File: config.mk
export PLATFORM = sky130hd
export DESIGN_NAME = regfile_dump_reader
export DESIGN_NICKNAME = d
export VERILOG_FILES = /design/src/rtl/regfile_dump_reader.sv
export SDC_FILE = /design/constraint.sdc
export NUM_CORES = 1
export LEC_CHECK = 0
export BUFFER_PORTS_ARGS = -buffer_cell sky130_fd_sc_hd__buf_2
export CAP_MARGIN = 30
export CELL_PAD_IN_SITES_DETAIL_PLACEMENT = 0
export CELL_PAD_IN_SITES_GLOBAL_PLACEMENT = 1
export CORE_ASPECT_RATIO = 1.2
export CORE_MARGIN = 3
export CORE_UTILIZATION = 34
export CTS_CLUSTER_SIZE = 10
export DETAILED_ROUTE_END_ITERATION = 8
export HOLD_SLACK_MARGIN = 0.05
export PLACE_DENSITY_LB_ADDON = 0.25
export SYNTH_ARGS = -nofsm -noshare
export SYNTH_HDL_FRONTEND = slang
export SYNTH_SLANG_ARGS = --single-unit
File: constraint.sdc
create_clock -name clk -period 2.16 [get_ports clk]
set_input_delay 0.54 -clock clk [delete_from_list [all_inputs] [get_ports clk]]
set_output_delay 0.54 -clock clk [all_outputs]
set_load 0.02 [all_outputs]
File: src/rtl/regfile_dump_reader.sv
// Debug read-out engine: sweeps the register file read port over every index
// and streams each captured word (with its index) out on a valid/ready channel.
module regfile_dump_reader #(
  parameter int NUM_REGS = 16,
  parameter int ADDR_W   = 4,
  parameter int DATA_W   = 32,
  parameter int R15_SUB  = 1
) (
  input  logic              clk,
  input  logic              rst,
  input  logic              start,
  input  logic              abort,
  output logic [ADDR_W-1:0] rd_addr,
  input  logic [DATA_W-1:0] rd_data,
  input  logic [DATA_W-1:0] r15,
  output logic [DATA_W-1:0] out_data,
  output logic [ADDR_W-1:0] out_idx,
  output logic              out_valid,
  input  logic              out_ready,
  output logic              out_last,
  output logic              busy,
  output logic              done
);

  localparam logic [ADDR_W-1:0] LAST_IDX = ADDR_W'(NUM_REGS - 1);

  typedef enum logic [1:0] {IDLE, READ, SEND, DONE} state_t;

  state_t            state_q, state_d;
  logic [ADDR_W-1:0] idx_q, idx_d;
  logic [DATA_W-1:0] data_q;
  logic [ADDR_W-1:0] out_idx_q;
  logic              is_last;

  assign is_last = (idx_q == LAST_IDX);

  always_ff @(posedge clk or posedge rst) begin
    if (rst) begin
      state_q <= IDLE;
      idx_q   <= '0;
    end else begin
      state_q <= state_d;
      idx_q   <= idx_d;
    end
  end

  // abort outranks a transfer in the same SEND cycle
  always_comb begin
    state_d = state_q;
    idx_d   = idx_q;
    case (state_q)
      IDLE: begin
        if (start) begin
          idx_d   = '0;
          state_d = READ;
        end
      end
      READ: begin
        if (abort) begin
          idx_d   = '0;
          state_d = IDLE;
        end else begin
          state_d = SEND;
        end
      end
      SEND: begin
        if (abort) begin
          idx_d   = '0;
          state_d = IDLE;
        end else if (out_ready) begin
          if (is_last) begin
            state_d = DONE;
          end else begin
            idx_d   = idx_q + ADDR_W'(1);
            state_d = READ;
          end
        end
      end
      DONE: begin
        idx_d   = '0;
        state_d = IDLE;
      end
      default: begin
        idx_d   = '0;
        state_d = IDLE;
      end
    endcase
  end

  // Each word is sampled in its own READ cycle, so later writes stay visible.
  always_ff @(posedge clk or posedge rst) begin
    if (rst) begin
      data_q    <= '0;
      out_idx_q <= '0;
    end else if (state_q == READ) begin
      data_q    <= ((R15_SUB != 0) && is_last) ? r15 : rd_data;
      out_idx_q <= idx_q;
    end
  end

  assign rd_addr   = idx_q;
  assign out_data  = data_q;
  assign out_idx   = out_idx_q;
  assign out_valid = (state_q == SEND);
  assign out_last  = (state_q == SEND) && is_last;
  assign busy      = (state_q != IDLE);
  assign done      = (state_q == DONE);

endmodule

## Yosys cells after proc, flatten, opt, wreduce, memory -nomap -nowiden

Cells that the tools add are included.

- Input port bits: 69
- Word-level logic and storage cells: 31
- Flip-flop bits (word level): 42
- Output and inout bits: 44

- Eq/ne operators: 8
- Mux-type cells: 13
- Reduce and logical (&&, ||, !) cells: 5
- $add $sub $neg: 1

Operators with widths:

| operator | count |
|---|---|
| $mux 32 | 1 |
| $mux 4 | 5 |
| $pmux 4 s4 | 1 |
| $mux 2 | 5 |
| $pmux 2 s4 | 1 |
| $add 4x1->4 const B | 1 |
| $eq 2x2->1 const B | 2 |
| $eq 4x4->1 const B | 1 |
| $ne 2x2->1 const B | 2 |
| $reduce_and 4->1 | 1 |
| $ne 3x2->1 const B | 1 |
| $ne 3x3->1 const B | 1 |
| $eq 2x1->1 const B | 1 |
| $logic_not 2->1 | 1 |
| $reduce_and 2->1 | 1 |
| $reduce_bool 2->1 | 1 |
| $logic_and 1x1->1 | 1 |

## Longest topological paths before layout

- Depth after elaboration: 5
- Depth in mapped cells: 6
- Gate-level depth less buffers: 5

## Worst setup path before layout

No wires, ideal clock.

- Kind: reg2out
- Start point: reg idx_q[0], in the netlist rd_addr[0]
- End point: out out_last
- Required time: 1.620 ns
- Path buffers: 1
- Setup slack: 0.176 ns
- Data arrival time: 1.444 ns
- Stages on the path, launching flop included: 5
- Cell sequence: dfrtp_1 -> ha_1 -> nand3_2 -> buf_6 -> nor2_1

- Longest elaborated chain between the ends: 2

RTL lines:

| item | RTL line | RTL |
|---|---|---|
| start, declared | 30 | `logic [ADDR_W-1:0] idx_q, idx_d;` |
| start signal, assigned | 43 | `idx_q <= idx_d;` |
| $eq 4x4->1 | 35 | `assign is_last = (idx_q == LAST_IDX);` |
| $logic_and 1x1->1 | 105 | `assign out_last = (state_q == SEND) && is_last;` |
| end, declared | 20 | `output logic out_last,` |

No other way between the ends.

## Worst setup path in the final report

Ends and elaborated chain as after synthesis.

==> run_results.csv <==
group,metric,value,unit
clock_network,clk_latency,0.29,ns
clock_network,cts.htree.levels,2,
logic_synthesis,syn_nets,256,
die,fp.dieH,90.2,um
setup_path,cp_cell_sequence,"ha_1, nand3_2, nor2_1, buf_2",
setup_path,crit_arrival,1.46,ns
final_layout,finalNetCount,370,
setup_path,start_kind,"flip-flop",
power,leakage,1.66,nW
grt,grt_max_degree,34,
routing,wl_per_cell,12.7,um
timing,rsz0062_at_grt,"no",
clock_network,clk_pin_slew,0.08,ns
timing,finalSetupViolCount,0,
routing,drt_iter0_drc,46,
logic_synthesis,ys_seq_elements,42,
timing,timing.fmax,500,MHz
setup_path,setup.worst_path.end_class,"output port",
logic_synthesis,synth_warnings,0,
timing,finalMaxSlewViolations,0,
final_layout,final_cell_mix,"buf_2 (112), dfrtp_1 (42), nand2_1 (36), o21ai_1 (34), mux2i_1 (32)",
final_layout,num-fill-cells,588,
place,dpl.hpwl,3810,um
grt,grt_pass1_wl,8340,um
final_layout,final_common_cell,"buf_2",
final_layout,final_area,0.00274,mm2
timing,min_period,2.00,ns
logic_synthesis,synth-edff-count,0,
setup_path,slowest_stage,"dfrtp_1",
routing,viasPerCell,4.48,
grt,antenna_found_initial,0,
logic_synthesis,synth_top_area_share,52.3,%
clock_network,cts_setup_buffers,0,
logic_synthesis,netlist_area,0.00201,mm2
power,ir_drop,0.340,mV
logic_synthesis,synth.distinct_cells,26,
place,preCtsSetupSlack,0.432,ns
min_path,worst_hold_path_type,"in2async",
setup_path,cp.depth,4,
place,place_area,0.00264,mm2
logic_synthesis,synthCells,186,
logic_synthesis,ys_top_cells_by_area,"dfrtp_1 (52%), mux2i_1 (16%), o21ai_1 (8.5%), nand2_1 (6.7%), mux2_4 (3.7%)",
grt,grt_usage,14.9,%
clock_network,cts_max_path_buffers,2,
setup_path,setup.worst_path.class,"reg2out",
timing,worst_pin_slew,0.695,ns
clock_network,cts_sinks,42,
timing,tns,0,ns
final_layout,diodes,0,
die,coreArea,0.00571,mm2
outcome,outcome,"finished, final reports clean",
clock_network,root_buffer,"clkbuf_8",
final_layout,syn_to_final_growth,36.3,%
logic_synthesis,synth_top_area_cell,"dfrtp_1",
place,port_buffers,112,
setup_path,crit_family,"flip-flops",
die,num_rows,30,
routing,vias,1705,
setup_path,crit_buf_inv,1,
logic_synthesis,ys.flop_type,"dfrtp_1",
timing,maxSlewHeadroom,53.4,%
logic_synthesis,async_flop_share,100,%
die,initial_core_util,35.2,%
setup_path,cp_max_fo,6,
die,design.die.area,0.00688,mm2
logic_synthesis,avgSynthCellArea,10.8,um2
timing,finalCritPeriodShare,92.6,%
routing,first_pass_iters,4,
place,gp_congestion,0.752,
timing,fin_worst_skew,0.00372,ns
setup_path,max_stage_delay,0.44,ns
routing,drc_errors,0,
power,power.density,899,mW/mm2
routing,drt-total-wl,4830,um
timing,finalHoldViolCount,0,
clock_network,ctsHoldBuffers,0,
timing,timing.final.ws_setup,0.159,ns
setup_path,worstPathRequired,1.62,ns
routing,drtAntennaViolNets,0,
grt,grt_pass1_vias,1721,
job,maxCapViolCount,0,
die,die_w,76.2,um
clock_network,cts_tree,"built",
grt,grt_overflow,0,
die,ioPinCount,113,
clock_network,cts.repair.resized,0,
final_layout,drive_gt1_share,45.5,%
setup_path,reg2regPathDepth,5,
clock_network,cts_buffers,5,
logic_synthesis,ys_seq_area_share,52.3,%
[worst paths after layout]
kind	start	end	slack [ns]
max in group asynchronous	rst	out_data[17]	1.33
min	rst	out_data[5]	0.26
max reg2reg	rd_addr[0]	out_data[21]	0.45
max	rd_addr[0]	out_last	0.16
min in group clk	abort	state_q[1]	0.46
min reg2reg	out_data[18]	out_data[18]	0.48
[synth_stat cells, drive strengths merged (2+ instances only)]
master and instances:
dfrtp 42, nand2 36, o21ai 34, mux2i 32, buf 9, mux2 5
nand2b 5, nor2 4, a21oi 3, clkbuf 2, inv 2
[routing by layer]
layer	part of all wire (%)	vias to the layer above	GRT usage, %
li1	-	869	-
met1	41	771	17.9
met2	51	58	25.7
met3	7.0	7	4.51
met4	0.91	0	4.08
met5	0	-	0
[sequential cells by signal, summed over array words and instances, names as in the netlist]
signal	count
rd_addr	4
out_data	32
out_idx	4
state_q	2
[stage by stage]
| stage | instances | total power [mW] | hold slack, ns | utilization, % |
|---|---|---|---|---|
| after floorplan | 186 | 1.58 | 0.476 | - |
| after global placement | 373 | 1.89 | 0.463 | 46.2 |
| after detailed placement | 373 | 1.90 | 0.471 | 46.2 |
| after CTS | 381 | 2.51 | 0.276 | 48.0 |
| after global routing | 381 | 2.64 | 0.292 | 48.0 |
| final | 381 | 2.46 | 0.261 | 48.0 |
[layout make-up]
| cell class | instances | area (um2) | area share (%) |
|---|---|---|---|
| Sequential cell | 42 | 1050 | 38.3 |
| Multi-Input combinational cell | 131 | 871 | 31.8 |
| Timing Repair Buffer | 118 | 606 | 22.1 |
| Tap cell | 80 | 100 | 3.65 |
| Clock buffer | 7 | 76.3 | 2.78 |
| Clock inverter | 1 | 30.0 | 1.10 |
| Inverter | 2 | 7.51 | 0.274 |
[power breakdown]
part / switching [mW] / internal, mW
Clock: 0.256 / 0.346
Combinational: 0.508 / 0.293
Sequential: 0.0901 / 0.971
[kinds of logic after synthesis]
kind of cell / share of synthesized area, %
AND/OR/NAND/NOR: 11.3
multiplexers: 19.7
AO/OA/AOI/OAI: 11.6
flip-flops: 52.3
adder cells (fa/ha/maj): 0.622
buffers and inverters: 4.54
(Power assumes the default switching activity.)
